## src/rtl/scan_pkg.sv

```systemverilog
// Shared encodings for the scan select generator and its decoder-side consumers.
package scan_pkg;

  localparam logic [1:0] MODE_UP   = 2'b00;
  localparam logic [1:0] MODE_DN   = 2'b01;
  localparam logic [1:0] MODE_PP   = 2'b10;
  localparam logic [1:0] MODE_HOLD = 2'b11;

  typedef enum logic {
    DIR_UP = 1'b0,
    DIR_DN = 1'b1
  } dir_t;

  localparam logic [2:0] SEL_MAX = 3'd7;

endpackage

```

## src/rtl/clk_div_tick.sv

```systemverilog
// Prescaler: one-cycle tick_o every CNT_MAX+1 enabled clocks; disabling restarts the period.
module clk_div_tick #(
  parameter int CNT_MAX = 49_999
) (
  input  logic Clk,
  input  logic Rst,
  input  logic en,
  output logic tick_o
);

  localparam int CW = (CNT_MAX < 1) ? 1 : $clog2(CNT_MAX + 1);
  localparam logic [CW-1:0] TC = CW'(CNT_MAX);

  logic [CW-1:0] div_cnt;

  always_ff @(posedge Clk or posedge Rst) begin
    if (Rst) begin
      div_cnt <= '0;
    end else if (!en || div_cnt == TC) begin
      div_cnt <= '0;
    end else begin
      div_cnt <= div_cnt + 1'b1;
    end
  end

  assign tick_o = en && (div_cnt == TC);

endmodule

```

## src/rtl/scan_sel_gen.sv

```systemverilog
// Timed 3-bit select generator for a 3-8 decoder: up, down, ping-pong, hold and single-step.
module scan_sel_gen
  import scan_pkg::*;
#(
  parameter int CNT_MAX = 49_999
) (
  input  logic       Clk,
  input  logic       Rst,
  input  logic       en,
  input  logic [1:0] mode,
  input  logic       step,
  output logic [2:0] sel,
  output logic       tick,
  output logic       frame_done
);

  logic       div_tick;
  logic       adv;
  logic [2:0] sel_nxt;
  logic       fd_nxt;
  logic [1:0] last_mode;
  dir_t       pp_dir;
  dir_t       pp_dir_nxt;
  dir_t       dir_cur;

  clk_div_tick #(
    .CNT_MAX(CNT_MAX)
  ) u_div (
    .Clk   (Clk),
    .Rst   (Rst),
    .en    (en),
    .tick_o(div_tick)
  );

  assign adv = div_tick | (~en & step);

  always_comb begin
    sel_nxt    = sel;
    fd_nxt     = 1'b0;
    pp_dir_nxt = pp_dir;
    dir_cur    = pp_dir;
    // Freshly entered ping-pong: only an index parked at the top can head down.
    if (mode != last_mode) begin
      dir_cur = (sel == SEL_MAX) ? DIR_DN : DIR_UP;
    end
    unique case (mode)
      MODE_UP: begin
        sel_nxt = sel + 3'd1;
        fd_nxt  = (sel == SEL_MAX);
      end
      MODE_DN: begin
        sel_nxt = sel - 3'd1;
        fd_nxt  = (sel == 3'd0);
      end
      MODE_PP: begin
        if (dir_cur == DIR_UP) begin
          sel_nxt    = sel + 3'd1;
          pp_dir_nxt = (sel_nxt == SEL_MAX) ? DIR_DN : DIR_UP;
        end else begin
          sel_nxt    = sel - 3'd1;
          fd_nxt     = (sel_nxt == 3'd0);
          pp_dir_nxt = fd_nxt ? DIR_UP : DIR_DN;
        end
      end
      default: begin
      end
    endcase
  end

  // last_mode resets to ping-pong so a reset in that mode resumes from pp_dir=UP.
  always_ff @(posedge Clk or posedge Rst) begin
    if (Rst) begin
      sel        <= 3'd0;
      tick       <= 1'b0;
      frame_done <= 1'b0;
      pp_dir     <= DIR_UP;
      last_mode  <= MODE_PP;
    end else begin
      tick       <= adv;
      frame_done <= adv & fd_nxt;
      if (adv) begin
        sel       <= sel_nxt;
        pp_dir    <= pp_dir_nxt;
        last_mode <= mode;
      end
    end
  end

endmodule
```

## config.mk

```make
export PLATFORM = sky130hd
export DESIGN_NAME = scan_sel_gen
export DESIGN_NICKNAME = d
export VERILOG_FILES = /design/src/rtl/scan_pkg.sv /design/src/rtl/clk_div_tick.sv /design/src/rtl/scan_sel_gen.sv
export SDC_FILE = /design/constraint.sdc
export NUM_CORES = 1
export LEC_CHECK = 0
export BUFFER_PORTS_ARGS = -buffer_cell sky130_fd_sc_hd__buf_2
export CORE_MARGIN = 1.5
export CORE_UTILIZATION = 45
export CTS_CLUSTER_SIZE = 12
export DETAILED_ROUTE_END_ITERATION = 7
export SYNTH_ARGS = -nofsm -noshare
export SYNTH_HDL_FRONTEND = slang
export SYNTH_SLANG_ARGS = --single-unit
```

## constraint.sdc

```tcl
create_clock -name Clk -period 3.15 [get_ports Clk]
set_input_delay 0.1575 -clock Clk [delete_from_list [all_inputs] [get_ports Clk]]
set_output_delay 0.1575 -clock Clk [all_outputs]
set_load 0.01 [all_outputs]
```

==> results_dict.tcl, run 1 <==
set metrics [dict create \
    status "complete, but fails checks" \
    failed_checks "hold timing" \
    worstPathArrival_ns 2.10 \
    area_growth_pct 8.363 \
    fmax_mhz 523.1 \
    clk_pin_slew_ns 0.13 \
    setup_violations 0 \
    die_x_um 58.91 \
    synth_nets 163 \
    gp_congestion 0.8137 \
    cts_resized 0 \
    synth_seq_cells 24 \
    avgSynthCellArea_um2 9.633 \
    start_util 0.4683 \
    finalCritPeriodShare 0.6069 \
    r2r-end "sel[2]" \
    final_nets 176 \
    antenna_left 0 \
    synth_cell_type_count 36 \
    antenna_found_initial 0 \
    vias 1049 \
    dr.pass1.iters 4 \
    cts_root_buffer "clkbuf_4" \
    rsz0062_at_grt "no" \
    die_h_um 58.91 \
    fp-row-count 20 \
    viasPerCell 5.492 \
    r2r_setup_slack_ns 1.24 \
    cts_hold_buf 0 \
    dp_cells 187 \
    hpwl_um 1942 \
    yosys_warnings 0 \
    port_buffers 10 \
    clk_path_buf_depth 2 \
    p_sw_frac 0.3117 \
    grt_util_all_layers 0.1741 \
    fin_crit_ns 1.912 \
    ys_seq_area_frac 0.4279 \
    power_density_nw_per_um2 464.3 \
    hold_viol 12 \
    seqPwrFrac 0.515 \
    globalRouteOverflowTotal 0 \
    cp-startpoint "u_div.div_cnt[6]" \
    cp.required_ns 3.34 \
    cp-start-kind "flip-flop" \
    vdd_drop_max_mv 0.2298 \
    clock-sinks 24 \
    tightest_slew_ns 0.8689 \
    net-switching-power_mw 0.2206 \
    drc_errors 0 \
    crit_fanout 11 \
    netlist.area_leader.share 0.4093 \
    fp.coreArea_um2 3003 \
    num_io_pins 11 \
    hold_slack_ns -0.008835 \
    routed_wl_um 2647 \
    first_iter_violations 102 \
    slew_headroom 0.4201 \
    synth-edff-count 0 \
    r2r-start "u_div.div_cnt[6]" \
    fill_cells 289 \
    cts_made_buffers 3 \
    yosys_most_used_dff "dfrtp_1" \
    yosys.area.top_type "dfrtp_1" \
    ys_async_sr_fraction 1.000 \
    n_antenna_cell 0 \
    clk_latency_ns 0.32 \
    fin_skew_ns 0.01075 \
    drive_gt1_frac 0.1392 \
    fin_tns_setup_ns 0 \
    r2r_cells 5 \
    wl_per_cell_um 13.86 \
    maxCapViolations 0 \
    final_cells 191 \
    cts_tree "built" \
    cts_htree_levels 1 \
    hold_path_class "primary input to asynchronous set/reset pin" \
    dieArea_um2 3470 \
    maxSlewViolCount 0 \
    netlist_top_cells_area "dfrtp_1 (41%), ha_1 (9.8%), xor2_1 (6.2%)" \
    seq_area_um2 601.8 \
    syn_inst 146 \
    power_frac_comb 0.255 \
    pwr-share-clk 0.230 \
    path_class "flip-flop to flip-flop" \
    power_leakage_nw 0.7096 \
    grt_max_degree 25 \
    cts_setup_buffers 0 \
    syn_area_um2 1406 \
    internal_power_mw 0.4871 \
    multi_input_area_um2 745.7 \
    setup.worst_path.end_class "flip-flop" \
    grt_pass1_vias 1042 \
    grt_pass1_wl_um 4567 \
]
==> stage by stage <==
step	worst slack, ns	total power, mW	cell area, um2	utilization
after detailed placement	1.233	0.5518	1488	0.4954
after floorplan	1.494	0.4972	1406	-
final	1.238	0.7076	1524	0.5075
after CTS	1.213	0.7122	1524	0.5075
after global routing	1.036	0.7564	1524	0.5075
after global placement	1.322	0.5480	1488	0.4954
==> how the worst max path moves through the flow <==
stage / slack (ns) / cells after the start / endpoint
after floorplan: 1.49 / 7 / sel[2]
after global placement: 1.32 / 5 / sel[2]
after detailed placement: 1.23 / 5 / sel[2]
after CTS: 1.21 / 5 / sel[2]
after global routing: 1.04 / 5 / sel[2]
final: 1.24 / 5 / sel[2]
==> synth_stat cells, drive strengths merged (3+ instances only) <==
library cell and n:
a21oi 4, and3 3, dfrtp 23, ha 11, inv 13, nand2 7, nand3 9, nand4 6
nor2 19, o21ai 10, o31ai 3, xnor2 7, xor2 10
==> cells in the final DEF (no fill, tap or decap), types with 2 or more instances in the layout <==
| cell type | n |
|---|---|
| a21oi_1 | 4 |
| and3_1 | 3 |
| buf_2 | 10 |
| clkbuf_4 | 3 |
| dfrtp_1 | 23 |
| ha_1 | 11 |
| inv_1 | 13 |
| nand2_1 | 7 |
| nand2b_1 | 2 |
| nand3_1 | 9 |
| nand4_1 | 6 |
| nor2_1 | 18 |
| o21ai_0 | 4 |
| o21ai_1 | 5 |
| o31ai_1 | 2 |
| xnor2_1 | 7 |
| xor2_1 | 10 |
==> worst max-delay path, cell delays in order, from the launching register on <==
cell	delay (ns)
dfrtp_1	0.46
and4bb_1	0.22
nand3_1	0.11
a2bb2oi_1	0.63
or2_1	0.25
o221ai_1	0.11
==> registers in the layout (all words and copies together), names as in the netlist <==
signal / flops
u_div.div_cnt: 16
sel: 3
last_mode: 2
frame_done: 1
pp_dir: 1
tick: 1
==> power groups by stage <==
stage / Clock (mW) / Sequential [mW] / Combinational, mW
after detailed placement: 0 / 0.370 / 0.182
after global routing: 0.183 / 0.369 / 0.205
after global placement: 0 / 0.369 / 0.179
final: 0.163 / 0.364 / 0.181
after floorplan: 0 / 0.371 / 0.126
after CTS: 0.166 / 0.364 / 0.182
==> cell type report <==
class / count / share of cell area
tap: 33 / 0.02709
clock buffer: 4 / 0.02381
timing repair buffer: 10 / 0.03284
inverter: 13 / 0.03202
sequential: 24 / 0.3949
multi-input combinational: 107 / 0.4893
==> per-layer routing <==
metal,wire length (um),vias to the layer above,global-route usage
met3,63,5,0.01978
met1,1167,497,0.2169
met4,42,0,0.07792
li1,-,531,-
met5,0,-,0
met2,1374,16,0.3016
==> logic make-up after synthesis <==
group                      Yosys count  synth area share
and+or+nand+nor                     55            0.2073
muxes                                2           0.01868
buffers and inverters               15           0.04182
DFF                                 24            0.4279
xor gates and xnor gates            17            0.1059
adders and majority gates           11           0.09786
AOI/OAI and AO/OA                   22            0.1005
No activity file was read; power rests on OpenSTA's default activity.
==> run 2: changes to the inputs <==
--- a/config.mk
+++ b/config.mk
@@ -10,6 +10,7 @@
 export CORE_UTILIZATION = 45
 export CTS_CLUSTER_SIZE = 12
 export DETAILED_ROUTE_END_ITERATION = 7
+export PLACE_DENSITY = 0.65
 export SYNTH_ARGS = -nofsm -noshare
 export SYNTH_HDL_FRONTEND = slang
 export SYNTH_SLANG_ARGS = --single-unit
==> constraint.sdc (replaced) <==
create_clock -name Clk -period 1.6 [get_ports Clk]
set_input_delay 0.08 -clock Clk [delete_from_list [all_inputs] [get_ports Clk]]
set_output_delay 0.08 -clock Clk [all_outputs]
set_load 0.01 [all_outputs]
==> results_dict.tcl, run 2 (synthesis gave the netlist of run 1 again) <==
set metrics [dict create \
    final_common_cell "dfrtp_1" \
    hold_path_class "primary input to flip-flop" \
    cts_made_buffers 3 \
    dr.pass1.iters 4 \
    start_util 0.4683 \
    grt_pass1_vias 1156 \
    fmax_mhz 618.6 \
    utilization 0.5954 \
    cts_tree "built" \
    gp_congestion 0.9768 \
    grt_max_degree 15 \
    wl_per_cell_um 14.00 \
    worstPathArrival_ns 1.85 \
    antenna_left 0 \
    maxSlewViolCount 0 \
    n_antenna_cell 0 \
    power_density_nw_per_um2 852.9 \
    cts_root_buffer "clkbuf_4" \
    r2r_setup_slack_ns -0.02 \
    setup.worst_path.end_class "flip-flop" \
    grt_pass1_wl_um 4926 \
    cpPeakStageDelay_ns 0.61 \
    tightest_slew_ns 0.4949 \
    clk_pin_slew_ns 0.13 \
    viasPerCell 5.393 \
    path_class "flip-flop to flip-flop" \
    drive_gt1_frac 0.3090 \
    clock-sinks 24 \
    r2r-end "pp_dir" \
    hold_start "en" \
    port_buffers 10 \
    slowest_stage "dfstp_2" \
    clk_latency_ns 0.30 \
    final_nets 196 \
    r2r-start "last_mode[1]" \
    globalRouteOverflowTotal 0 \
    cp-start-kind "flip-flop" \
    finalCritPeriodShare 1.010 \
    min_delay_worst_endpoint "u_div.div_cnt[2]" \
    routed_wl_um 2955 \
    fin_crit_ns 1.616 \
    slew_headroom 0.6697 \
    vdd_drop_max_mv 0.4177 \
    fill_cells 260 \
    antenna_found_initial 0 \
    area_growth_pct 27.13 \
    die_x_um 58.91 \
    cp.required_ns 1.83 \
    top_register "u_div.div_cnt" \
    largest_reg_flops 16 \
    maxCapViolations 0 \
    layout_common_cells "dfrtp_1 (23), nor2_1 (18), buf_4 (18)" \
    die_h_um 58.91 \
    power_leakage_nw 0.8426 \
    whs_path_depth 3 \
    crit_fanout 3 \
    top_regs "u_div.div_cnt x16, sel x3, last_mode x2" \
    hpwl_um 2145 \
    grt_util_all_layers 0.1860 \
    dieArea_um2 3470 \
    power_mw 1.525 \
    failed_checks "setup timing" \
    clk_path_buf_depth 2 \
    drc_errors 0 \
    fp-row-count 20 \
    rsz0062_at_grt "yes" \
    cts_htree_levels 1 \
    first_iter_violations 46 \
    crit_chain "xor2_2 -> o21ai_2 -> and2_4 -> mux2_4 -> o31ai_4" \
    r2r_cells 5 \
    fin_ws_ns -0.01649 \
    status "complete, but fails checks" \
    hold_viol 0 \
    fin_skew_ns 0.007836 \
    setup_violations 3 \
    vias 1138 \
    fp.coreArea_um2 3003 \
    num_io_pins 11 \
]
run 2: cell count changes in the layout (fill, tap and decap cells not counted), moves of 2 or more:
cell and delta:
buf_4 +18, ha_1 -2, o21ai_2 +2, xnor2_1 -2, xnor2_2 +2
run 2: layer usage:
| metal | vias up | GRT usage | share of wire |
|---|---|---|---|
| li1 | 568 | - | - |
| met1 | 546 | 0.2335 | 0.43 |
| met2 | 20 | 0.3222 | 0.54 |
| met3 | 4 | 0.01978 | 0.022 |
| met4 | 0 | 0.08117 | 0.0091 |
| met5 | - | 0 | 0 |
run 2: how the worst max path moves through the flow:
stage,from,to,cells past startpoint
floorplan,sel[1],pp_dir,6
global placement,u_div.div_cnt[13],sel[2],6
detailed placement,sel[1],pp_dir,6
CTS,sel[1],pp_dir,6
global route,last_mode[0],sel[1],5
finish,last_mode[1],pp_dir,5
run 2: through the flow:
stage / setup slack, ns / area (um2) / instances / TNS (ns) / hold slack [ns]
final: -0.01649 / 1788 / 211 / -0.04046 / 0.05056
after global routing: -0.06392 / 1788 / 211 / -0.1793 / 0.04965
after CTS: 0.008774 / 1684 / 209 / 0 / 0.01411
after detailed placement: -0.06014 / 1628 / 203 / -0.09638 / 0.1225
after global placement: 0.005567 / 1628 / 203 / 0 / 0.1290
after floorplan: 0.0007906 / 1414 / 146 / 0 / 0.09388
run 2: cell type report:
type | count | area (um2) | share of cell area
Clock buffer | 4 | 26.28 | 0.01470
Tap cell | 33 | 41.29 | 0.02309
Inverter | 13 | 48.80 | 0.02729
Timing Repair Buffer | 30 | 215.2 | 0.1204
Sequential cell | 24 | 601.8 | 0.3366
Multi-Input combinational cell | 107 | 854.6 | 0.4780
run 2: critical path, delay by kind of cell, from the launching register on:
family / cells / cell delay, ns
DFF: 1 / 0.61
muxes: 1 / 0.31
AOI/OAI and AO/OA: 2 / 0.25
xor gates and xnor gates: 1 / 0.21
and+or+nand+nor: 1 / 0.17
run 2: repair_timing:
action	CTS	global route
setup buffers	1	2
endpoints found under the hold margin	9	0
hold buffers	1	0
pin swaps	1	4
resized for setup	3	15
endpoints found under the setup margin	4	10
run 2: report_power, final:
group	switching, mW	internal, mW	total, mW
Clock	0.169	0.0971	0.267
Combinational	0.263	0.281	0.544
Sequential	0.0570	0.658	0.715
Total	0.489	1.04	1.53
==> run 3: changes to the inputs <==
--- a/config.mk
+++ b/config.mk
@@ -6,11 +6,13 @@
 export NUM_CORES = 1
 export LEC_CHECK = 0
 export BUFFER_PORTS_ARGS = -buffer_cell sky130_fd_sc_hd__buf_2
+export CELL_PAD_IN_SITES_DETAIL_PLACEMENT = 1
+export CELL_PAD_IN_SITES_GLOBAL_PLACEMENT = 1
 export CORE_MARGIN = 1.5
-export CORE_UTILIZATION = 45
+export CORE_UTILIZATION = 41
 export CTS_CLUSTER_SIZE = 12
 export DETAILED_ROUTE_END_ITERATION = 7
-export PLACE_DENSITY = 0.65
+export PLACE_DENSITY_LB_ADDON = 0.1
 export SYNTH_ARGS = -nofsm -noshare
 export SYNTH_HDL_FRONTEND = slang
 export SYNTH_SLANG_ARGS = --single-unit
==> results_dict.tcl, run 3 (synthesis gave the netlist of run 1 again) <==
set metrics [dict create \
    slew_headroom 0.7875 \
    fin_ws_ns -0.03011 \
    fp.coreArea_um2 3311 \
    p_sw_frac 0.3036 \
    fmax_mhz 613.5 \
    rsz0062_at_grt "yes" \
    cts_made_buffers 3 \
    port_buffers 10 \
    crit_fanout 4 \
    area_growth_pct 33.63 \
    grt_util_met3 0.02101 \
    pwr-share-clk 0.274 \
    utilization 0.5676 \
    power_density_nw_per_um2 892.4 \
    gp_congestion 0.9026 \
    grt_pass1_vias 1234 \
    gr-usage-met2 0.3504 \
    maxCapViolations 0 \
    dieArea_um2 3790 \
    finalCritPeriodShare 1.019 \
    clock-sinks 24 \
    internal_power_mw 1.168 \
    top_regs "u_div.div_cnt x16, sel x3, last_mode x2" \
    n_antenna_cell 0 \
    path_class "flip-flop to flip-flop" \
    power_leakage_nw 0.8852 \
    num_io_pins 11 \
    cts_htree_levels 1 \
    largest_reg_flops 16 \
    viasPerCell 5.082 \
    tightest_slew_ns 0.3160 \
    vias 1174 \
    whs_path_depth 3 \
    grtUsageMet1 0.2451 \
    drc_errors 0 \
    top_register "u_div.div_cnt" \
    failed_checks "setup timing" \
    drive_gt1_frac 0.3405 \
    clk_latency_ns 0.34 \
    start_util 0.4248 \
    cts_tree "built" \
    hold_start "mode[1]" \
    die_h_um 61.57 \
    dr.pass1.iters 4 \
    vdd_drop_max_mv 0.4590 \
    fin_crit_ns 1.630 \
    r2r-end "sel[2]" \
    wl_per_cell_um 14.68 \
    routed_wl_um 3390 \
    final_nets 203 \
    hold_viol 0 \
    fin_skew_ns 0.01054 \
    cts_root_buffer "clkbuf_4" \
    first_iter_violations 29 \
    clk_path_buf_depth 2 \
    hold_path_class "primary input to flip-flop" \
    final_cells 231 \
    r2r-start "sel[1]" \
    net-switching-power_mw 0.5092 \
    worstPathArrival_ns 1.85 \
    clk_pin_slew_ns 0.15 \
    min_delay_worst_endpoint "last_mode[1]" \
    die_x_um 61.57 \
    setup_violations 3 \
    antenna_left 0 \
    power_frac_comb 0.302 \
    grt_util_all_layers 0.1981 \
    status "complete, but fails checks" \
    cp-startpoint "sel[1]" \
    maxSlewViolCount 0 \
    grt_busiest_layer "met2" \
    setup.worst_path.end_class "flip-flop" \
    fill_cells 389 \
    grt_pass1_wl_um 5561 \
    grt_max_degree 25 \
    fp-row-count 21 \
    r2r_setup_slack_ns -0.03 \
    layout_common_cells "dfrtp_1 (23), buf_4 (23), nor2_1 (18)" \
    cp.required_ns 1.82 \
    hpwl_um 2506 \
    seqPwrFrac 0.424 \
    r2r_cells 7 \
    globalRouteOverflowTotal 0 \
    antenna_found_initial 0 \
    cp-start-kind "flip-flop" \
    dp_cells 224 \
]
-- run 3: changes by cell type in the layout (fill, tap and decap cells not counted), sizes merged --
cell	previous run	this run
buf	29	36
bufinv	0	1
clkbuf	4	3
-- run 3: worst max-delay path by stage --
stage	cells past startpoint	to	slack [ns]
floorplan	6	pp_dir	0.0008
global placement	5	sel[2]	-0.001
detailed placement	7	sel[2]	-0.07
CTS	5	sel[2]	-0.01
global route	7	sel[2]	-0.12
finish	7	sel[2]	-0.03
-- run 3: layer usage --
layer / part of all wire / vias up / wire (um)
li1: - / 579 / -
met1: 0.45 / 572 / 1522
met2: 0.50 / 14 / 1711
met3: 0.016 / 9 / 55
met4: 0.030 / 0 / 101
met5: 0 / - / 0
-- run 3: worst max-delay path, stage by stage (launching register included) --
cell and delay, ns:
dfrtp_1 0.44, ha_2 0.22, ha_4 0.17, nand3_2 0.08
a21oi_2 0.04, a211oi_2 0.29, o22a_1 0.19, o221ai_1 0.09
-- run 3: layout make-up --
type	instances	area, um2	share of cell area
Sequential cell	24	601.8	0.3202
Inverter	13	48.80	0.02597
Clock inverter	1	30.03	0.01598
Tap cell	46	57.56	0.03063
Multi-Input combinational cell	107	852.1	0.4534
Clock buffer	3	22.52	0.01198
Timing Repair Buffer	37	266.5	0.1418
-- run 3: stage by stage --
step                      area (um2)  hold WS, ns   TNS (ns)  worst slack (ns)  power, mW
final                           1879     0.008983   -0.05026          -0.03011      1.677
after detailed placement        1692       0.1474    -0.1511          -0.06773      1.181
after CTS                       1809      0.01114   -0.01418          -0.01418      1.680
after floorplan                 1414      0.09388          0         0.0007906     0.9813
after global routing            1879      0.03472    -0.3332           -0.1194      1.781
after global placement          1692       0.1412  -0.001213         -0.001213      1.164
-- run 3: timing repair --
item,CTS,global route
endpoints found under the hold margin,23,0
setup buffers,0,2
hold buffers,1,0
gates resized for setup,10,11
pin swaps,8,10
endpoints found under the setup margin,5,13
-- run 3: power groups by stage --
stage / clock (mW) / combinational, mW / sequential [mW]
3_5_place_dp: 0 / 0.467 / 0.714
3_3_place_gp: 0 / 0.453 / 0.711
2_1_floorplan: 0 / 0.251 / 0.731
6_report: 0.459 / 0.506 / 0.712
5_1_grt: 0.491 / 0.571 / 0.720
4_1_cts: 0.473 / 0.498 / 0.710
